`src/rtl/calc_pkg.sv`:
```
// Shared constants and types for the calculator command sequencer.
// Status/command encodings match the calculator core interface.
package calc_pkg;

    localparam logic [1:0] ST_ERR   = 2'b00;
    localparam logic [1:0] ST_BUSY  = 2'b01;
    localparam logic [1:0] ST_READY = 2'b10;
    localparam logic [1:0] ST_PRINT = 2'b11;

    localparam logic [3:0] CMD_ADD = 4'd10;
    localparam logic [3:0] CMD_SUB = 4'd11;
    localparam logic [3:0] CMD_MUL = 4'd12;
    localparam logic [3:0] CMD_EQ  = 4'd14;
    localparam logic [3:0] CMD_BS  = 4'd15;

    typedef enum logic [2:0] {
        S_IDLE,
        S_ISSUE,
        S_GAP,
        S_WAIT,
        S_ERROR
    } seq_state_t;

endpackage

```
`src/rtl/calc_cmd_fifo.sv`:
```
// DEPTH x 4 synchronous FIFO with push/pop, full/empty, count and flush.
// Pointers wrap naturally because DEPTH is a power of two.
module calc_cmd_fifo #(
    parameter int DEPTH = 4
) (
    input  logic                     clock,
    input  logic                     reset,
    input  logic                     push,
    input  logic [3:0]               push_data,
    input  logic                     pop,
    output logic [3:0]               pop_data,
    input  logic                     flush,
    output logic                     full,
    output logic                     empty,
    output logic [$clog2(DEPTH):0]   count
);

    localparam int AW = $clog2(DEPTH);

    if (DEPTH < 2 || (DEPTH & (DEPTH - 1)) != 0) begin : g_depth_err
        $error("calc_cmd_fifo: DEPTH must be a power of two >= 2");
    end

    logic [3:0]    mem_q [DEPTH];
    logic [3:0]    mem_d [DEPTH];
    logic [AW-1:0] wr_q, wr_d;
    logic [AW-1:0] rd_q, rd_d;
    logic [AW:0]   cnt_q, cnt_d;
    logic          do_push, do_pop;

    assign full     = (cnt_q == (AW+1)'(DEPTH));
    assign empty    = (cnt_q == '0);
    assign count    = cnt_q;
    assign pop_data = mem_q[rd_q];
    assign do_push  = push && !full;
    assign do_pop   = pop && !empty;

    // Next pointer/occupancy/storage; flush wins over any traffic.
    always_comb begin
        mem_d = mem_q;
        wr_d  = wr_q;
        rd_d  = rd_q;
        cnt_d = cnt_q;
        if (flush) begin
            wr_d  = '0;
            rd_d  = '0;
            cnt_d = '0;
        end else begin
            if (do_push) begin
                mem_d[wr_q] = push_data;
                wr_d        = wr_q + 1'b1;
            end
            if (do_pop) begin
                rd_d = rd_q + 1'b1;
            end
            cnt_d = cnt_q + (AW+1)'(do_push) - (AW+1)'(do_pop);
        end
    end

    // FIFO state registers with synchronous active-low reset.
    always_ff @(posedge clock) begin
        if (!reset) begin
            mem_q <= '{default: '0};
            wr_q  <= '0;
            rd_q  <= '0;
            cnt_q <= '0;
        end else begin
            mem_q <= mem_d;
            wr_q  <= wr_d;
            rd_q  <= rd_d;
            cnt_q <= cnt_d;
        end
    end

endmodule

```
`src/rtl/calc_cmd_sequencer.sv`:
```
// Paces buffered keypad codes onto the calculator cmd input.
// Optional WAIT watchdog enabled by defining CALC_SEQ_TIMEOUT_EN.
module calc_cmd_sequencer
    import calc_pkg::*;
#(
    parameter int         DEPTH       = 4,
    parameter int         HOLD_CYCLES = 2,
    parameter logic [3:0] NOP_CMD     = 4'hD,
    parameter int         TIMEOUT     = 255
) (
    input  logic                   clock,
    input  logic                   reset,
    input  logic                   key_valid,
    input  logic [3:0]             key_cmd,
    output logic                   key_ready,
    input  logic [1:0]             calc_status,
    output logic [3:0]             calc_cmd,
    output logic [$clog2(DEPTH):0] fifo_count,
    output logic                   seq_busy,
    output logic                   seq_err,
    output logic                   drop_pulse,
    input  logic                   clear_err
);

    if (HOLD_CYCLES < 1 || HOLD_CYCLES > 15 || TIMEOUT < 1) begin : g_param_err
        $error("calc_cmd_sequencer: HOLD_CYCLES or TIMEOUT out of range");
    end

    localparam logic [3:0] HOLD_LOAD = 4'(HOLD_CYCLES - 1);

    seq_state_t state_q, state_d;
    logic [3:0] hold_q, hold_d;
    logic [3:0] issue_q, issue_d;
    logic       drop_q, drop_d;
    logic       fifo_push, fifo_pop, fifo_flush;
    logic       fifo_full, fifo_empty;
    logic [3:0] fifo_head;

`ifdef CALC_SEQ_TIMEOUT_EN
    localparam int TW = $clog2(TIMEOUT + 1);
    logic [TW-1:0] wait_cnt_q, wait_cnt_d;
    logic          wait_expired;

    assign wait_expired = (wait_cnt_q == TW'(TIMEOUT - 1));

    // WAIT watchdog counts cycles spent in WAIT, cleared everywhere else.
    always_comb begin
        wait_cnt_d = '0;
        if (state_q == S_WAIT) begin
            wait_cnt_d = wait_cnt_q + 1'b1;
        end
    end

    // Watchdog register.
    always_ff @(posedge clock) begin
        if (!reset) begin
            wait_cnt_q <= '0;
        end else begin
            wait_cnt_q <= wait_cnt_d;
        end
    end
`else
    logic wait_expired;
    assign wait_expired = 1'b0;
`endif

    calc_cmd_fifo #(
        .DEPTH (DEPTH)
    ) u_fifo (
        .clock     (clock),
        .reset     (reset),
        .push      (fifo_push),
        .push_data (key_cmd),
        .pop       (fifo_pop),
        .pop_data  (fifo_head),
        .flush     (fifo_flush),
        .full      (fifo_full),
        .empty     (fifo_empty),
        .count     (fifo_count)
    );

    // State register.
    always_ff @(posedge clock) begin
        if (!reset) begin
            state_q <= S_IDLE;
        end else begin
            state_q <= state_d;
        end
    end

    // Next-state logic; status is only consulted in IDLE and WAIT.
    always_comb begin
        state_d = state_q;
        unique case (state_q)
            S_IDLE: begin
                if (calc_status == ST_ERR) begin
                    state_d = S_ERROR;
                end else if (!fifo_empty && calc_status != ST_BUSY) begin
                    state_d = S_ISSUE;
                end
            end
            S_ISSUE: begin
                if (hold_q == '0) begin
                    state_d = S_GAP;
                end
            end
            S_GAP: begin
                state_d = S_WAIT;
            end
            S_WAIT: begin
                if (calc_status == ST_ERR) begin
                    state_d = S_ERROR;
                end else if (calc_status != ST_BUSY) begin
                    state_d = S_IDLE;
                end else if (wait_expired) begin
                    state_d = S_ERROR;
                end
            end
            S_ERROR: begin
                if (clear_err) begin
                    state_d = S_IDLE;
                end
            end
            default: state_d = S_IDLE;
        endcase
    end

    // Outputs and FIFO controls decoded from the current state.
    always_comb begin
        calc_cmd   = (state_q == S_ISSUE) ? issue_q : NOP_CMD;
        key_ready  = !fifo_full && (state_q != S_ERROR);
        seq_busy   = (state_q != S_IDLE);
        seq_err    = (state_q == S_ERROR);
        fifo_push  = key_valid && key_ready;
        fifo_pop   = (state_q == S_IDLE) && (state_d == S_ISSUE);
        fifo_flush = (state_q == S_ERROR);
        drop_pulse = drop_q;
    end

    // Issue register, hold countdown and refused-key pulse.
    always_comb begin
        issue_d = issue_q;
        hold_d  = hold_q;
        drop_d  = key_valid && !key_ready;
        if (fifo_pop) begin
            issue_d = fifo_head;
            hold_d  = HOLD_LOAD;
        end else if (state_q == S_ISSUE && hold_q != '0) begin
            hold_d = hold_q - 1'b1;
        end
    end

    // Datapath registers.
    always_ff @(posedge clock) begin
        if (!reset) begin
            issue_q <= '0;
            hold_q  <= '0;
            drop_q  <= 1'b0;
        end else begin
            issue_q <= issue_d;
            hold_q  <= hold_d;
            drop_q  <= drop_d;
        end
    end

endmodule

```
`config.mk`:
```
export PLATFORM = sky130hd
export DESIGN_NAME = calc_cmd_sequencer
export DESIGN_NICKNAME = d
export VERILOG_FILES = /design/src/rtl/calc_pkg.sv /design/src/rtl/calc_cmd_fifo.sv /design/src/rtl/calc_cmd_sequencer.sv
export SDC_FILE = /design/constraint.sdc
export NUM_CORES = 1
export LEC_CHECK = 0
export CORE_MARGIN = 2
export CORE_UTILIZATION = 25
export DETAILED_ROUTE_END_ITERATION = 10
export GPL_TIMING_DRIVEN = 0
export HOLD_SLACK_MARGIN = 0.02
export PLACE_DENSITY_LB_ADDON = 0.12
export SYNTH_ARGS = -nofsm -noshare
export SYNTH_HDL_FRONTEND = slang
export SYNTH_SLANG_ARGS = --single-unit
```
`constraint.sdc`:
```
create_clock -name clock -period 2.25 [get_ports clock]
set_input_delay 0.45 -clock clock [delete_from_list [all_inputs] [get_ports clock]]
set_output_delay 0.45 -clock clock [all_outputs]
set_load 0.02 [all_outputs]
```
==> metrics.txt, run 1 <==
Net Sw Frac between 30% and 40%; H-Tree Level Count 2; status finished clean; wire length on met1 around 2200 µm; Final Wtd Congestion ~0.76; CTS tree done; CTS Root Cell clkbuf_8; GRT overflow 0; sequential area share after synthesis 39.77%; number of global-route vias before repair approximately 1300; Hold Fails Final Rpt 0; core footprint roughly 6800 µm²; FMAX roughly 450 MHz; DR pass1 iterations 4; Synth Cell Area 1762 µm²; RSZ-0062 raised after global routing true; WL per Instance roughly 13 µm; Sequential Power Share 33.4%; Syn Area/Cell just over 9 µm²; Buf/Inv on CP 4; Sw Pwr between 0.9 and 1 mW; Worst Setup SP state_q[0]; Syn Nets about 210; multi-input logic area just under 1000 µm²; DR WL met3 roughly 160 µm; clk_lat worst skew roughly 0.29 ns; Worst slew margin 63.84%; Fin Clk Skew 0.01061 ns; Min-Delay Startpoint u_fifo.mem_q[0]; clock slew at reported path FFs around 0.07 ns; routed wire length 4186 µm; Worst R2R Start state_q[0]; Critical Path Fanout Max 10; Final min period about 2.2 ns; final setup fails 0; PortBufs 19; fin nets about 250; post-synth top area cell dfxtp_1; Slew @ Worst Pin ~0.54 ns; initial core utilization roughly 26%; Synth Flop Type dfxtp_1; Setup crit end kind output pin; Sequential Area 703.2 µm²; synthesis-to-layout area growth 31.89%; WP data required 1.80 ns; number of flops mapped to enable cells by yosys 0; Crit path arrival time roughly 1.8 ns; worst hold path type register to register; routed length on met2 between 1500 and 2000 µm; Post-route DRC 0; Leak roughly 0.9 nW; Synth top area share about two fifths; largest cells by area after synthesis dfxtp_1, mux2i_1, nand2_1, mux4_2, ha_1; die width between 80 and 90 µm; Yosys reg bits 35; Core Rows 30; Antenna Nets Post-Route 0; initial antenna violation count 0; global-route wire length before repair 6782 µm; Pins Over Slew Limit 0; via-per-instance ratio approximately 4.4; delay-heaviest family, CP buffers and inverters; largest net degree at the start of global routing 11; Comb pwr share roughly half; CTS Buffer Depth 2; Worst path slowest cell or3b_2; synth warn 0; Num CTS Buffers 5; Max Cap Violations 0; Power Density ~1100 nW/µm²; Ports 21; Cell variety after synth 36; Crit path largest cell delay roughly 0.48 ns; final worst-path cycle share a little over nine tenths; Top cell by count, worst path buf_6; Worst Setup Start Kind register; hold_buf cts 0; Layout fillers around 710; die extent in y slightly below 90 µm; Syn Inst Count ~190; Die Area slightly below 8000 µm²; share of post-route cells with drive strength above 1 between 20 and 25%; internal power 1.530 mW; # clock sinks 35; vias around 1400; IR drop worst, VDD around 0.29 mV; Max Used Layer met4; clock share of power between 10% and 20%; GRT Total Usage a little under an eighth; initial drt markers 93; ys async rst share 0%; setup tns final 0 ns; # diodes 0; fin util about a third; DP HPWL between 2000 and 3000 µm; CP Class register to output pin; CP Cell Sequence buf_6 > or3b_2 > buf_6 > inv_8 > dlygate4sd2_1
## worst reg2reg max path, stage by stage (launching register included)
cell and delay (ns):
dfxtp_1 0.31, buf_6 0.13, or3b_2 0.49, buf_6 0.15
inv_8 0.07, nor3b_2 0.07, ha_2 0.21, fa_2 0.35
xnor2_2 0.14, xnor2_1 0.14, nor2_1 0.05
## power groups by stage
stage          combinational [mW]  sequential [mW]  clock, mW
5_1_grt                      1.31            0.831      0.491
6_report                     1.18            0.816      0.450
3_3_place_gp                 1.03            0.820          0
4_1_cts                      1.13            0.809      0.464
3_5_place_dp                 1.02            0.821          0
2_1_floorplan               0.705            0.831          0
## final timing paths
check | end | depth (start not counted) | slack (ns)
setup reg to reg | u_fifo.count[2] | 10 | 0.04
hold reg to reg | u_fifo.mem_q[0] | 2 | 0.46
setup / recovery | seq_err | 5 | 0.03
hold / removal | u_fifo.mem_q[0] | 2 | 0.46
## registers in the layout (all words and copies together) (netlist names)
signal and cells:
issue_q 4, hold_q 4, drop_pulse 1, u_fifo.rd_q 2, u_fifo.count 3, u_fifo.mem_q 16
state_q 3, u_fifo.wr_q 2
## cell type report
| type | count | share of cell area (%) |
|---|---|---|
| sequential | 35 | 30.26 |
| clock buffer | 7 | 3.285 |
| tap | 96 | 5.170 |
| buffer | 9 | 2.746 |
| inverter | 18 | 3.339 |
| multi-input combinational | 129 | 42.81 |
| clock inverter | 1 | 0.2154 |
| timing repair buffer | 31 | 12.17 |
## stage by stage
stage	area (µm²)	power (mW)	hold slack, ns	worst slack [ns]	instances
floorplan	1795	1.536	0.4315	0.01332	191
global placement	2106	1.850	0.4406	-0.6452	306
detailed placement	2106	1.845	0.4457	-0.6123	306
CTS	2270	2.398	0.4613	0.008605	322
global route	2323	2.628	0.4708	-0.04447	326
finish	2323	2.441	0.4560	0.03175	326
## cells in the final DEF, fill, tap and decap left out, types with 4 or more instances in the layout
master	count
clkdlybuf4s50_1	12
mux2i_1	18
nand3_1	7
nand2b_1	4
nor3_2	4
clkbuf_1	7
buf_6	4
o21ai_0	6
nor2_1	4
buf_4	12
inv_1	16
mux4_2	4
dfxtp_1	33
o22ai_1	4
nand2_1	33
a21oi_1	6
dlymetal6s2s_1	4
clkbuf_8	5
ha_1	6
## per-layer routing
layer,GRT usage [%],up-vias
li1,-,729
met1,15.97,659
met5,0,-
met3,2.639,5
met2,17.08,29
met4,5.455,0
## synthesized netlist by cell type (all sizes together), types with 5 or more instances
library cell,number
dfxtp,35
clkbuf,5
mux2i,18
nand3,7
o21ai,6
ha,7
inv,18
nor3,7
nand2,34
a21oi,6
## cell families after synthesis
logic type / share of synthesized area, %
fa+ha+maj: 6.108
xor+xnor: 1.492
mux: 15.34
compound gates: 7.387
buf+inv: 6.747
simple gates: 23.15
flops: 39.77
## what timing repair did
| action | 4_1_cts | 5_1_grt |
|---|---|---|
| pin swaps | 3 | 2 |
| setup buffers | 8 | 4 |
| gates resized for setup | 14 | 6 |
| gates cloned | 0 | 0 |
| endpoints found under the hold margin | 0 | 0 |
| endpoints found under the setup margin | 8 | 7 |
Note: power is estimated with default switching activity, not from simulation.
==> run 2: changes to the inputs <==
--- a/config.mk
+++ b/config.mk
@@ -7,6 +7,7 @@
 export LEC_CHECK = 0
 export CORE_MARGIN = 2
 export CORE_UTILIZATION = 25
+export CTS_CLUSTER_DIAMETER = 60
 export DETAILED_ROUTE_END_ITERATION = 10
 export GPL_TIMING_DRIVEN = 0
 export HOLD_SLACK_MARGIN = 0.02
==> results of run 2 <==
Same layout as run 1: the final DEF is identical, and so are final timing and power.
==> run 3: changes to the inputs <==
--- a/config.mk
+++ b/config.mk
@@ -12,6 +12,7 @@
 export GPL_TIMING_DRIVEN = 0
 export HOLD_SLACK_MARGIN = 0.02
 export PLACE_DENSITY_LB_ADDON = 0.12
+export SKIP_CTS_REPAIR_TIMING = 1
 export SYNTH_ARGS = -nofsm -noshare
 export SYNTH_HDL_FRONTEND = slang
 export SYNTH_SLANG_ARGS = --single-unit
==> run 3 against run 2 <==
  * Combinational power down 6%
  * Critical path depth up 5
  * Fmax about the same
  * Clock skew about the same
  * Global-route usage down 0.33 points
  * Critical path type is now register to register
  * Highest routed layer unchanged
==> metrics.txt, run 3 (synthesis results as in run 1) <==
Max Used Layer met4 (unchanged); max FFs per register 16 (unchanged); Ports 21 (unchanged); Hold Fails Final Rpt 0 (unchanged); Final min period 2.217 ns (was 2.218 ns); setup tns final 0 ns (unchanged); DP HPWL 2922 µm (unchanged); Critical Path Fanout Max 5 (was 10); initial antenna violation count 0 (unchanged); fin nets 240 (was 247); most frequent cells in the layout nand2_1, dfxtp_1, mux2i_1 (unchanged); post-placement cell area 2106 µm² (unchanged); largest net degree at the start of global routing 11 (unchanged); CP Class register to register (was register to output pin); routed length on met2 1758 µm (was 1779 µm); H-Tree Level Count 2 (unchanged); final worst-path cycle share 98.54% (was 98.59%); DR WL met3 156 µm (was 157 µm); RSZ-0062 raised after global routing true (unchanged); wire length on met1 2155 µm (was 2184 µm); die width 87.95 µm (unchanged); Leak 0.8891 nW (was 0.9011 nW); Final Wtd Congestion 0.7558 (unchanged); # diodes 0 (unchanged); number of global-route vias before repair 1273 (was 1318); # clock sinks 35 (unchanged); CTS Buffer Depth 2 (unchanged); die extent in y 87.95 µm (unchanged); r2r setup slk 0.03 ns (was 0.04 ns); Worst Hold Depth 2 (unchanged); Slew @ Worst Pin 0.5371 ns (was 0.5395 ns); Core Rows 30 (unchanged); Pins Over Slew Limit 0 (unchanged); Post-route DRC 0 (unchanged); FMAX 451.0 MHz (was 450.8 MHz); Setup crit end kind register (was output pin); Max Cap Violations 0 (unchanged); CTS Root Cell clkbuf_8 (unchanged); Worst slew margin 64.00% (was 63.84%); share of post-route cells with drive strength above 1 17.04% (was 20.43%); Most flops, register u_fifo.mem_q (unchanged); CTS tree done (unchanged); Final Instance Area 2276 µm² (was 2323 µm²); Tot Pwr 2.378 mW (was 2.441 mW); final setup fails 0 (unchanged); Antenna Nets Post-Route 0 (unchanged); worst-case reg-to-reg path depth 10 (unchanged); core footprint 6794 µm² (unchanged); initial core utilization 25.93% (unchanged); Die Area 7734 µm² (unchanged); PortBufs 19 (unchanged); Crit path arrival time 2.41 ns (was 1.77 ns); clock slew at reported path FFs 0.07 ns (about the same); WL per Instance 12.96 µm (was 12.84 µm); Regs by FF count u_fifo.mem_q (16), hold_q (4), issue_q (4) (unchanged); clk_lat worst skew 0.29 ns (about the same); status finished clean (unchanged); via-per-instance ratio 4.370 (was 4.362); Worst Setup Start Kind register (unchanged); vias 1394 (was 1422); GRT overflow 0 (unchanged); IR drop worst, VDD 0.2872 mV (was 0.2933 mV); Fin Clk Skew 0.01092 ns (was 0.01061 ns); Power Density 1045 nW/µm² (was 1051 nW/µm²); DR pass1 iterations 4 (unchanged); global-route wire length before repair 6555 µm (was 6782 µm); Num CTS Buffers 5 (unchanged); synthesis-to-layout area growth 29.19% (was 31.89%); initial drt markers 53 (was 93); worst hold path type register to register (unchanged); GRT Total Usage 11.24% (was 11.58%); routed wire length 4135 µm (was 4186 µm); WP data required 2.44 ns (was 1.80 ns)
[run 3: final cells by class]
class | instances | area [µm²]
Clock inverter | 1 | 5.005
Inverter | 18 | 77.57
Timing Repair Buffer | 24 | 235.2
Fill cell | 712 | 4518
Buffer | 9 | 63.81
Multi-Input combinational cell | 129 | 992.2
Tap cell | 96 | 120.1
Sequential cell | 35 | 705.7
Clock buffer | 7 | 76.32
[run 3: critical path, cell delays in order (launching register included)]
cell,delay [ns]
dfxtp_2,0.36
or3_4,0.42
nand2_4,0.09
inv_4,0.05
ha_1,0.26
inv_1,0.04
ha_2,0.17
fa_1,0.38
xnor2_1,0.18
xnor2_1,0.13
nor2_1,0.05
[run 3: power by group]
group / internal, mW / leakage [nW] / switching, mW
clock network: 0.217 / 0.0422 / 0.234
logic: 0.532 / 0.561 / 0.577
registers: 0.728 / 0.285 / 0.0891
[run 3: path summary, 6_finish.rpt]
kind | start | endpoint
worst max-delay path | u_fifo.count[0] | u_fifo.count[2]
worst min register to register | u_fifo.mem_q[0] | u_fifo.mem_q[0]
worst max register to register | u_fifo.count[0] | u_fifo.count[2]
worst min-delay path | u_fifo.mem_q[0] | u_fifo.mem_q[0]
[run 3: per-stage QoR]
stage          std cells  hold slack [ns]  utilization, %  worst slack, ns
2_1_floorplan        191           0.4315               -          0.01332
3_3_place_gp         306           0.4406           30.99          -0.6452
3_5_place_dp         306           0.4457           30.99          -0.6123
4_1_cts              314           0.4613           32.19          -0.3383
5_1_grt              319           0.4708           33.50         -0.08046
6_report             319           0.4560           33.50          0.03285
[run 3: per-layer routing]
layer  up-vias  global-route usage (%)
met5         -                       0
met4         0                   5.455
met3         5                   2.639
met2        25                   16.53
met1       646                   15.45
li1        718                       -
